==> config.mk <==
export PLATFORM = sky130hd
export DESIGN_NAME = imm_gen_pipe
export DESIGN_NICKNAME = d
export VERILOG_FILES = /design/src/rtl/imm_gen_pkg.sv /design/src/rtl/imm_gen_decode.sv /design/src/rtl/imm_gen_pipe.sv
export SDC_FILE = /design/constraint.sdc
export NUM_CORES = 1
export LEC_CHECK = 0
export ABC_AREA = 0
export CAP_MARGIN = 15
export CORE_ASPECT_RATIO = 1.75
export CORE_UTILIZATION = 45
export DETAILED_ROUTE_END_ITERATION = 8
export GPL_TIMING_DRIVEN = 1
export HOLD_SLACK_MARGIN = 0.03
export PLACE_DENSITY = 0.71
export SKIP_LAST_GASP = 1
export SYNTH_ARGS = -nofsm -noshare
export SYNTH_HDL_FRONTEND = slang
export SYNTH_SLANG_ARGS = --single-unit
==> constraint.sdc <==
create_clock -name clk -period 3.2 [get_ports clk]
set_input_delay 0.8 -clock clk [delete_from_list [all_inputs] [get_ports clk]]
set_output_delay 0.8 -clock clk [all_outputs]
set_load 0.1 [all_outputs]
==> src/rtl/imm_gen_pkg.sv <==
// Shared encodings for the pipelined immediate generator: format codes,
// RISC-V base opcodes and the parameter legality check.
package imm_gen_pkg;

  typedef enum logic [2:0] {
    FMT_NONE = 3'd0,
    FMT_I    = 3'd1,
    FMT_S    = 3'd2,
    FMT_B    = 3'd3,
    FMT_U    = 3'd4,
    FMT_J    = 3'd5,
    FMT_R    = 3'd6
  } fmt_t;

  localparam logic [6:0] OP_IMM    = 7'b0010011;
  localparam logic [6:0] OP_LOAD   = 7'b0000011;
  localparam logic [6:0] OP_JALR   = 7'b1100111;
  localparam logic [6:0] OP_SYSTEM = 7'b1110011;
  localparam logic [6:0] OP_STORE  = 7'b0100011;
  localparam logic [6:0] OP_BRANCH = 7'b1100011;
  localparam logic [6:0] OP_LUI    = 7'b0110111;
  localparam logic [6:0] OP_AUIPC  = 7'b0010111;
  localparam logic [6:0] OP_JAL    = 7'b1101111;
  localparam logic [6:0] OP_REG    = 7'b0110011;

  function automatic bit xlen_ok(input int xlen);
    return (xlen == 32) || (xlen == 64);
  endfunction

endpackage

==> src/rtl/imm_gen_decode.sv <==
// Combinational immediate decode: instruction word -> {imm, fmt, illegal}.
module imm_decode
  import imm_gen_pkg::*;
#(
  parameter int XLEN = 32
) (
  input  logic [31:0]     instr,
  output logic [XLEN-1:0] imm,
  output fmt_t            fmt,
  output logic            illegal
);

  logic [31:0] imm32;

  always_comb begin
    imm32   = '0;
    fmt     = FMT_NONE;
    illegal = 1'b0;
    case (instr[6:0])
      OP_IMM, OP_LOAD, OP_JALR, OP_SYSTEM: begin
        fmt   = FMT_I;
        imm32 = {{20{instr[31]}}, instr[31:20]};
      end
      OP_STORE: begin
        fmt   = FMT_S;
        imm32 = {{20{instr[31]}}, instr[31:25], instr[11:7]};
      end
      OP_BRANCH: begin
        fmt   = FMT_B;
        imm32 = {{19{instr[31]}}, instr[31], instr[7], instr[30:25], instr[11:8], 1'b0};
      end
      OP_LUI, OP_AUIPC: begin
        fmt   = FMT_U;
        imm32 = {instr[31:12], 12'b0};
      end
      OP_JAL: begin
        fmt   = FMT_J;
        imm32 = {{11{instr[31]}}, instr[31], instr[19:12], instr[20], instr[30:21], 1'b0};
      end
      OP_REG:  fmt = FMT_R;
      default: illegal = 1'b1;
    endcase
    // bit 31 of every 32-bit form already equals instr[31], so a signed widen finishes sext
    imm = XLEN'($signed(imm32));
  end

endmodule

==> src/rtl/imm_gen_pipe.sv <==
// Immediate generator with a DEPTH-entry output skid buffer.
// Define IMM_GEN_ERR_CNT_EN to add the saturating illegal-opcode counter.
module imm_gen_pipe
  import imm_gen_pkg::*;
#(
  parameter int XLEN  = 32,
  parameter int DEPTH = 2
) (
  input  logic            clk,
  input  logic            reset,
  input  logic            in_valid,
  output logic            in_ready,
  input  logic [31:0]     in_instr,
  output logic            out_valid,
  input  logic            out_ready,
  output logic [XLEN-1:0] out_imm,
  output fmt_t            out_fmt,
  output logic            out_illegal
`ifdef IMM_GEN_ERR_CNT_EN
  ,
  output logic [15:0]     err_count
`endif
);

  localparam int CW = $clog2(DEPTH + 1);

  if (!xlen_ok(XLEN) || !(DEPTH == 1 || DEPTH == 2)) begin : g_bad_param
    $error("imm_gen_pipe: unsupported XLEN/DEPTH");
  end

  logic [XLEN-1:0] dec_imm;
  fmt_t            dec_fmt;
  logic            dec_ill;

  imm_decode #(.XLEN(XLEN)) u_dec (
    .instr   (in_instr),
    .imm     (dec_imm),
    .fmt     (dec_fmt),
    .illegal (dec_ill)
  );

  logic [DEPTH-1:0][XLEN-1:0] imm_q, imm_d;
  logic [DEPTH-1:0][2:0]      fmt_q, fmt_d;
  logic [DEPTH-1:0]           ill_q, ill_d;
  logic [CW-1:0]              cnt_q, cnt_d;
  logic                       rdy_q, rdy_d;
  logic                       push, pop;

  // rdy_q holds !full for the next cycle; reset masks it so nothing lands during reset
  assign in_ready    = rdy_q && !reset;
  assign push        = in_valid && in_ready;
  assign out_valid   = (cnt_q != '0);
  assign pop         = out_valid && out_ready;
  assign out_imm     = out_valid ? imm_q[0] : '0;
  assign out_fmt     = out_valid ? fmt_t'(fmt_q[0]) : FMT_NONE;
  assign out_illegal = out_valid && ill_q[0];

  // Head lives at entry 0; a pop shifts the rest down, a push fills the first free slot.
  always_comb begin
    imm_d = imm_q;
    fmt_d = fmt_q;
    ill_d = ill_q;
    cnt_d = cnt_q;
    if (pop) begin
      for (int i = 0; i < DEPTH - 1; i++) begin
        imm_d[i] = imm_q[i+1];
        fmt_d[i] = fmt_q[i+1];
        ill_d[i] = ill_q[i+1];
      end
      cnt_d = cnt_q - CW'(1);
    end
    if (push) begin
      for (int i = 0; i < DEPTH; i++) begin
        if (CW'(i) == cnt_d) begin
          imm_d[i] = dec_imm;
          fmt_d[i] = dec_fmt;
          ill_d[i] = dec_ill;
        end
      end
      cnt_d = cnt_d + CW'(1);
    end
    rdy_d = (cnt_d != CW'(DEPTH));
  end

  always_ff @(posedge clk) begin
    if (reset) begin
      imm_q <= '0;
      fmt_q <= '0;
      ill_q <= '0;
      cnt_q <= '0;
      rdy_q <= 1'b1;
    end else begin
      imm_q <= imm_d;
      fmt_q <= fmt_d;
      ill_q <= ill_d;
      cnt_q <= cnt_d;
      rdy_q <= rdy_d;
    end
  end

`ifdef IMM_GEN_ERR_CNT_EN
  logic [15:0] err_q, err_d;

  always_comb begin
    err_d = err_q;
    if (push && dec_ill && (err_q != 16'hFFFF)) err_d = err_q + 16'd1;
  end

  always_ff @(posedge clk) begin
    if (reset) err_q <= '0;
    else       err_q <= err_d;
  end

  assign err_count = err_q;
`endif

endmodule

# After elaboration in Yosys (flattened, before gate mapping)

Index checks and enable logic that the tools add are counted.

Register bits: 75
Logic and storage cells: 49
Input bits: 36
Output and inout bits: 38

Reduce and logical (&&, ||, !) cells: 11
Eq/ne operators: 12
Multiplexer cells: 16
$add $sub $neg: 2

Operator list:

| kind                                                                   | number |
|---|---|
| 32-bit one-hot mux with 5 select lines                                 | 1 |
| 32-bit two-way mux                                                     | 4 |
| 7-bit equality test (second input constant)                            | 4 |
| 7-bit by 6-bit equality test with 1-bit output (second input constant) | 3 |
| 3-bit one-hot mux with 6 select lines                                  | 1 |
| 7-bit by 5-bit equality test with 1-bit output (second input constant) | 2 |
| 3-bit two-way mux                                                      | 4 |
| 10-bit OR reduction                                                    | 1 |
| 7-bit by 2-bit equality test with 1-bit output (second input constant) | 1 |
| 1-bit logical AND                                                      | 4 |
| 1-bit two-way mux                                                      | 4 |
| 2-bit two-way mux                                                      | 2 |
| 4-bit OR reduction                                                     | 1 |
| 2-bit by 1-bit adder with 2-bit output (second input constant)         | 1 |
| 1-bit by 2-bit equality test with 1-bit output (first input constant)  | 1 |
| 2-bit zero test                                                        | 1 |
| 2-bit inequality test (second input constant)                          | 1 |
| 2-bit AND reduction                                                    | 1 |
| 2-bit nonzero test                                                     | 1 |
| 2-bit OR reduction                                                     | 1 |
| 2-bit by 1-bit subtractor with 2-bit output (second input constant)    | 1 |
| 1-bit zero test                                                        | 1 |

# Depth between registers and ports, before layout

Gate-level depths: netlist (run 1).

Depth after elaboration: 6
Depth in mapped cells: 11

# By module

Synthesis (run 1) repeated with hierarchy kept, for this count alone.

Cell total of the unflattened synthesis: 498
Area total of the unflattened synthesis: 4,151.5 sq um

By module, submodules not included:

| module       | seq. area each (sq um) | cells an instance | area an instance (sq um) | times used |
|---|---|---|---|---|
| imm_gen_pipe | 1,501.4                | 381               | 3,438.3                  | 1 |
| imm_decode   | 0.0                    | 117               | 713.2                    | 1 |

# Worst setup path before layout (run 1)

No wires, ideal clock.

Kind: input -> register
Start point: in reset
End point: reg imm_q[44] (netlist name)
Arrival: 3.531 ns
Stages on the path: 5
Setup slack: -0.473 ns
Path buffers: 1
Cells stage by stage: buf_2 -> nor2b_1 -> nand3_1 -> a31oi_1 -> a211oi_1

Word-level cells in the longest chain between the ends: 4

Ends and longest elaborated chain:

| element                       | line               | text |
|---|---|---|
| from (decl)                   | imm_gen_pipe.sv:10 | `input logic reset,` |
| 1-bit zero test               | imm_gen_pipe.sv:50 | `assign in_ready = rdy_q && !reset;` |
| 1-bit logical AND             | imm_gen_pipe.sv:50 |  |
| net in_ready                  | imm_gen_pipe.sv:12 | `output logic in_ready,` |
| 1-bit logical AND             | imm_gen_pipe.sv:51 | `assign push = in_valid && in_ready;` |
| 2-bit AND reduction (no line) | --                 |  |
| to (signal assigned)          | imm_gen_pipe.sv:93 | `imm_q <= imm_d;` |
| to (decl)                     | imm_gen_pipe.sv:42 | `logic [DEPTH-1:0][XLEN-1:0] imm_q, imm_d;` |

The timed path passes the listed nets, and every way through them passes these cells.
A chain may end at the register's enable or synchronous reset.

# Final worst setup path (run 1)

Start point: in out_ready
End point: reg imm_q[12] (netlist name)

Word-level cells in the longest chain between the ends: 5

Ends and longest elaborated chain:

| element              | line               | text |
|---|---|---|
| from (decl)          | imm_gen_pipe.sv:15 | `input logic out_ready,` |
| 1-bit logical AND *  | imm_gen_pipe.sv:53 | `assign pop = out_valid && out_ready;` |
| 2-bit two-way mux    | imm_gen_pipe.sv:64 | `if (pop) begin` |
| 2-bit zero test      | imm_gen_pipe.sv:74 | `if (CW'(i) == cnt_d) begin` |
| 32-bit two-way mux   | imm_gen_pipe.sv:74 |  |
| 32-bit two-way mux * | imm_gen_pipe.sv:72 | `if (push) begin` |

Mark *: on every way between the ends. The rest lies on a longest branch, timed or not.

==> Flow_metrics.wiki, run 1 <==
{| class="wikitable"
! Metric !! Value
|-
| Status || completed
|-
| Worst endpoint required time || 3.37 ns
|-
| Skew-Pair Late Insertion Delay || approximately 0.33 ns
|-
| XOR/XNOR Fraction of Synth Area || less than 1%
|-
| FP Rows || 44
|-
| Library cells used by synthesis || 46
|-
| Root Buffer || clkbuf_16
|-
| Synthesized-area fraction occupied by and/or/nand/nor cells || 17.4%
|-
| Combined area of all synthesized cells || ~0.0038 mm2
|-
| Endpoints failing setup || 0
|-
| Yosys synthesis warning count || 0
|-
| Starting Density || 46.1%
|-
| Crit-path leading delay family || compound AO/OA/AOI/OAI gates
|-
| Commonest cells in the netlist || 75 x dfxtp_1, 40 x nor2b_1, 36 x a21oi_1
|-
| Number of cells produced by synthesis || roughly 430
|-
| Leading cell types by total area after synthesis || dfxtp_1 39%, mux2i_1 6.6%, nor2b_1 6.6%
|-
| CTS clock-pin slew for the worst setup and hold paths || about 0.060 ns
|-
| Fraction of the yosys area taken by sequential cells || about two fifths
|-
| CTS Buffer Depth || 2
|-
| Setup bufs post-CTS || 0
|-
| Highest clock frequency the design can meet || ~0.35 GHz
|-
| I/O pin cnt || 74
|-
| Setup TNS after final layout || 0 ns
|-
| Cell with the largest stage delay on the worst path || a31oi_1
|-
| Largest stage delay on the critical path || ~0.64 ns
|-
| Global route overflow || 0
|-
| Power density relative to cell area || just under 800 mW/mm2
|-
| Clock Skews || about 0.0050 ns
|-
| Shortest clock period the worst path allows after layout || ~2.9 ns
|-
| Worst Setup Start Kind || primary input
|-
| Post-route clock period utilization || roughly 90%
|-
| Crit path kind || primary input to flop
|-
| Via-per-instance ratio || approximately 5.9
|-
| Cells along the critical path || clkdlybuf4s50_1 -> nor2b_1 -> xnor2_1 -> ha_1 -> nand3_1 -> a31oi_1 -> a221oi_1
|-
| Final Hold Vio Count || 0
|-
| First drt pass iteration count || 4
|-
| Die Width || approximately 70 um
|-
| Iteration-0 DRC Markers || ~240
|-
| Antenna violations before repair || 0
|-
| Pin count of the biggest net entering global routing || between 50 and 60
|-
| Compound-Gate Fraction of Synth Area || between 20% and 30%
|-
| Tot GR Track Use || between 20% and 30%
|-
| Main combinational cell family by area after synthesis || compound AO/OA/AOI/OAI gates
|-
| # Max-Cap Violations || 0
|-
| Final Max Tran Viols || 0
|-
| CTS tree || done
|-
| Post-route DRC || 0
|-
| Top cell type's share of synthesized area || roughly 40%
|-
| Fraction of final layout cells sized beyond drive strength 1 || between 10% and 20%
|-
| Fill cells || 699
|-
| Critical Path Fanout Max || 8
|-
| CP endpoint kind || flop
|-
| DRT antenna net count || 0
|-
| Placeable Area || approximately 0.0083 mm2
|-
| Primary flip-flop cell chosen by synthesis mapping || dfxtp_1
|-
| Vias post-DR || between 3000 and 4000
|-
| Post-layout power || about 4 mW
|-
| Worst EP arrival || roughly 3.1 ns
|-
| Unrepaired setup endpoints after global routing || no
|-
| Die height || 124 um
|-
| P&R area growth vs syn || 34.0%
|-
| Via count of the first global-routing pass || 3403
|-
| Static Leakage || between 2 and 2.5 nW
|-
| Maximum level of the CTS H-tree || 3
|-
| Asr flop ratio synth || 0%
|-
| Avg Cell Area, Syn || 8.87 um2
|-
| Synthesized net count || 468
|-
| Type of the tightest min-delay check || flop to flop
|-
| Total wirelength of the detailed-routed design || 10200 um
|-
| Post-detailed-route wirelength per cell || around 17 um
|-
| Count of port buffers added during placement || 73
|-
| Most frequently used cell type in the post-synthesis netlist || dfxtp_1
|-
| CTS Hold Buffers Added || 0
|-
| Antenna Diode Count || 0
|-
| Clock sinks || 75
|-
| Cells resized by post-CTS repair || 0
|-
| GPL Wtd Cong || between 0.8 and 0.9
|-
| Transition time at the pin with the least slew margin || 0.787 ns
|-
| Worst path bufs/invs || 1
|-
| Number of nets in the finished design || approximately 540
|-
| Total clock buffers created by CTS || 9
|-
| Post-Synth Adder-Cell Area || less than 1%
|-
| Placed wire-length estimate after detailed placement || roughly 7400 um
|-
| Relative slew slack || a little under half
|-
| Wire length of the first global-routing pass || 16300 um
|-
| Register bit count reported by yosys || 75
|-
| Fraction of synthesized area in multiplexers || about a tenth
|-
| Hold Worst Slack || 0.457 ns
|-
| Number of enable-type register cells in the synthesized netlist || 0
|-
| Synth area leader || dfxtp_1
|-
| Worst IR Drop VDD || between 0.3 and 0.4 mV
|-
| Die ar. || roughly 0.0088 mm2
|}
[routing by layer]
metal	global-route usage [%]	share of wire, %
met1	26.7	39
met2	44.8	56
met3	4.21	3.3
met4	10.2	2.1
met5	0	0
[worst paths after layout]
check                               start   endpoint  slack, ns  cells after the start
worst max register to register   cnt_q[0]  imm_q[12]       0.70                      8
worst max-delay path            out_ready  imm_q[12]       0.32                      7
worst min-delay path             fmt_q[5]   fmt_q[5]       0.46                      2
worst min register to register   fmt_q[5]   fmt_q[5]       0.46                      2
[worst min-delay path, delay by kind of cell (launching register included)]
family	cells	cell delay [ns]
AO/OA/AOI/OAI	1	0.05
flip-flops	1	0.31
AND/OR/NAND/NOR	1	0.05
[kinds of logic after synthesis]
logic type / count (synthesis)
buf+inv: 46
mux: 35
fa+ha+maj: 3
flops: 75
compound gates: 140
xor+xnor: 3
simple gates: 127
[layout by cell type, fill, tap and decap left out, drive strengths merged, types with 4 or more instances in the layout]
master,n
a211oi,26
a21oi,37
a221oi,19
a22o,7
a31oi,12
buf,60
clkbuf,9
clkdlybuf4s50,34
dfxtp,75
inv,10
mux2,10
mux2i,25
nand2,27
nand2b,4
nand3,9
nor2,31
nor2b,40
o21ai,18
o2bb2ai,6
[report_power, final]
part | leakage [nW] | switching [mW] | internal (mW) | total (mW)
Combinational | 1.24 | 1.13 | 0.612 | 1.74
Sequential | 0.610 | 0.0995 | 1.15 | 1.25
Clock | 0.147 | 0.380 | 0.679 | 1.06
[through the flow]
stage               instance area [um2]  instances  setup WS, ns  utilization, %
finish                             5100        595         0.321            61.7
global route                       5100        595        0.0925            61.7
CTS                                5100        595         0.359            61.7
detailed placement                 4780        579       0.00404            57.9
global placement                   4780        579        0.0892            57.9
floorplan                          3810        429        0.0815               -
[layout make-up]
cell class                 instances  area, um2  area share (%)
multi-input combinational        308       2110            41.4
sequential                        75       1500            29.4
clock buffer                       9        225            4.42
timing repair buffer              94       1010            19.9
tap                               92        115            2.26
clock inverter                     7       92.6            1.82
inverter                          10       37.5           0.736
[state kept, by name (all words and copies together), names as in the netlist]
register and flops:
ill_q 2, imm_q 64, rdy_q 1, cnt_q 2
fmt_q 6
Note: power is estimated with default switching activity, not from simulation.
==> run 2: changes to the inputs <==
RECOVER_POWER = 50   (was unset)
==> run 2 against run 1 <==
Die area unchanged. Largest cell class unchanged. Core utilization fell by 3.5 points. Setup slack got worse by 0.14 ns. Sequential share of layout area grew 1.7 points. Combinational power fell by 6%. Largest power group unchanged. Clock power about the same.
==> Flow_metrics.wiki, run 2 (same netlist as run 1, synthesis figures left out) <==
{| class="wikitable"
! Metric !! Value
|-
| Via-per-instance ratio || 5.95 (+0.11%)
|-
| Total clock buffers created by CTS || 9 (unchanged)
|-
| End point of the most critical hold path || fmt_q[5]
|-
| Die Width || 71.5 um (unchanged)
|-
| Endpoints failing setup || 0 (unchanged)
|-
| Cell count of the worst hold path || 2 (unchanged)
|-
| CTS clock-pin slew for the worst setup and hold paths || 0.06 ns (about the same)
|-
| I/O pin cnt || 74 (unchanged)
|-
| Relative slew slack || 46.3% (-1.0 points)
|-
| Footprint of the multi-input gates || 0.00211 mm2 (-0.12%)
|-
| Register name with the most flops || imm_q
|-
| WL met1 || 4020 um (+2.6%)
|-
| Highest metal used || met4
|-
| Critical Path Fanout Max || 38 (+30)
|-
| Reg2reg end || imm_q[12]
|-
| Reg area || 0.00150 mm2 (unchanged)
|-
| Final Max Tran Viols || 0 (unchanged)
|-
| Post-detailed-route wirelength per cell || 17.1 um (+0.23%)
|-
| Die height || 124 um (unchanged)
|-
| Global route overflow || 0 (unchanged)
|-
| FP Rows || 44 (unchanged)
|-
| Launch instance of the worst register-to-register path || cnt_q[0]
|-
| Part of the power in combinational logic || 41.5% (-1.5 points)
|-
| Status || completed
|-
| Setup TNS after final layout || 0 ns (unchanged)
|-
| Placeable Area || 0.00826 mm2 (unchanged)
|-
| Pint || 2.35 mW (-3.5%)
|-
| Worst EP arrival || 2.22 ns (-0.83 ns)
|-
| Type of the tightest min-delay check || flop to flop
|-
| Skew-Pair Late Insertion Delay || 0.33 ns (about the same)
|-
| Antenna Diode Count || 0 (unchanged)
|-
| Final Hold Vio Count || 0 (unchanged)
|-
| CTS Hold Buffers Added || 0 (unchanged)
|-
| Maximum level of the CTS H-tree || 3 (unchanged)
|-
| Worst endpoint required time || 2.40 ns (-0.97 ns)
|-
| Routed wire length on met2 || 5600 um (-1.5%)
|-
| Post-route DRC || 0 (unchanged)
|-
| Largest registers || imm_q (64), fmt_q (6)
|-
| Worst Setup Start Kind || flop
|-
| Unrepaired setup endpoints after global routing || no
|-
| Fill cells || 740 (+5.9%)
|-
| GPL Wtd Cong || 0.886 (unchanged)
|-
| Commonest non-fill, non-tap cells in the layout || 75 x dfxtp_1, 40 x nor2b_1, 36 x a21oi_1
|-
| Static Leakage || 1.94 nW (-2.9%)
|-
| Routed wl met3 || 326 um (-3.6%)
|-
| Cells resized by post-CTS repair || 0 (unchanged)
|-
| Final non-filler cell total || 595 (unchanged)
|-
| Most common library cell in the layout ignoring fill and taps || dfxtp_1
|-
| Highest clock frequency the design can meet || 0.331 GHz (-4.6%)
|-
| Sw frac || 40.5% (+0.79 points)
|-
| # Max-Cap Violations || 0 (unchanged)
|-
| Power density relative to cell area || 821 mW/mm2 (+3.6%)
|-
| Vias post-DR || 3538 (+0.11%)
|-
| Via count of the first global-routing pass || 3403 (unchanged)
|-
| Starting Density || 46.1% (unchanged)
|-
| Post-route clock period utilization || 94.3% (+4.3 points)
|-
| Placed wire-length estimate after detailed placement || 7440 um (unchanged)
|-
| Antenna violations before repair || 0 (unchanged)
|-
| Wire length of the first global-routing pass || 16300 um (unchanged)
|-
| Clock Skews || 0.00442 ns (-0.000596 ns)
|-
| CTS tree || done
|-
| Shortest clock period the worst path allows after layout || 3.02 ns (+0.138 ns)
|-
| Number of flip-flops in the largest register || 64 (unchanged)
|-
| Clock sinks || 75 (unchanged)
|-
| CP endpoint kind || output port
|-
| Number of nets in the finished design || 537 (unchanged)
|-
| P&R area growth vs syn || 26.5%
|-
| Pin count of the biggest net entering global routing || 52 (unchanged)
|-
| Crit path kind || flop to output port
|-
| Fraction of final layout cells sized beyond drive strength 1 || 19.1% (-0.60 points)
|-
| Root Buffer || clkbuf_16
|-
| Die ar. || 0.00884 mm2 (unchanged)
|-
| First drt pass iteration count || 4 (unchanged)
|-
| Transition time at the pin with the least slew margin || 0.806 ns (+0.0186 ns)
|-
| Placed cells || 579 (unchanged)
|-
| Iteration-0 DRC Markers || 268 (+11%)
|-
| Setup bufs post-CTS || 0 (unchanged)
|-
| Sequential Power Share || 31.6% (+0.8 points)
|-
| Count of port buffers added during placement || 73 (unchanged)
|-
| Count of cells along the worst register-to-register path || 8 (unchanged)
|-
| Net switching component of the power || 1.60 mW (-0.29%)
|-
| Total wirelength of the detailed-routed design || 10200 um (+0.23%)
|-
| Tot GR Track Use || 24.1% (unchanged)
|-
| Portion of total power attributed to the clock network || 26.9% (+0.7 points)
|-
| CTS Buffer Depth || 2 (unchanged)
|-
| DRT antenna net count || 0 (unchanged)
|-
| Setup slack, reg-to-reg || 0.70 ns (about the same)
|-
| Min-delay src || fmt_q[5]
|-
| Worst IR Drop VDD || 0.309 mV (about the same)
|}
==> run 2: changes by cell type in the layout (fill, tap and decap cells not counted) <==
cell,previous run,this run
buf_12,18,3
buf_2,1,23
buf_4,41,17
clkbuf_1,0,2
clkbuf_2,0,13
clkbuf_4,0,2
nor2b_1,39,40
nor2b_2,1,0
==> run 2: layout make-up <==
cell class                 instances  share of cell area [%]
clock buffer                       9                    4.68
clock inverter                     7                    1.92
inverter                          10                   0.780
multi-input combinational        308                    43.9
sequential                        75                    31.2
tap                               92                    2.39
timing repair buffer              94                    15.2
==> run 2: per-stage QoR <==
stage          setup slack [ns]  total power [mW]  cell area [um2]  hold WS [ns]  utilization [%]
3_3_place_gp             0.0892              2.97             4780         0.442             57.9
3_5_place_dp            0.00404              3.01             4780         0.449             57.9
2_1_floorplan            0.0815              2.54             3810         0.437                -
6_report                  0.182              3.95             4810         0.456             58.3
4_1_cts                   0.359              4.07             5100         0.456             61.7
5_1_grt                  0.0704              4.15             4810         0.496             58.3
==> run 2: how the worst max path moves through the flow <==
stage | from | end | slack (ns) | cells after the start
4_1_cts | out_ready | imm_q[12] | 0.36 | 7
3_3_place_gp | out_ready | imm_q[19] | 0.09 | 7
6_report | cnt_q[0] | out_fmt[2] | 0.18 | 5
3_5_place_dp | out_ready | imm_q[12] | 0.004 | 7
2_1_floorplan | cnt_q[0] | out_imm[10] | 0.08 | 5
5_1_grt | cnt_q[0] | out_fmt[2] | 0.07 | 5
==> run 2: metal layers <==
layer | vias up | GRT usage (%)
li1 | 1721 | -
met1 | 1721 | 26.7
met2 | 79 | 44.8
met3 | 17 | 4.21
met4 | 0 | 10.2
met5 | - | 0
==> run 2: critical path, stage by stage, from the launching register on <==
cell and delay [ns]:
dfxtp_1 0.35, inv_1 0.05, ha_1 0.21, clkbuf_2 0.47
nor2b_1 0.31, buf_2 0.46
==> run 2: power by group through the flow <==
stage | Combinational (mW) | Clock [mW] | Sequential (mW)
2_1_floorplan | 1.30 | 0 | 1.23
3_3_place_gp | 1.71 | 0 | 1.26
3_5_place_dp | 1.74 | 0 | 1.27
4_1_cts | 1.75 | 1.08 | 1.25
5_1_grt | 1.76 | 1.12 | 1.27
6_report | 1.64 | 1.06 | 1.25
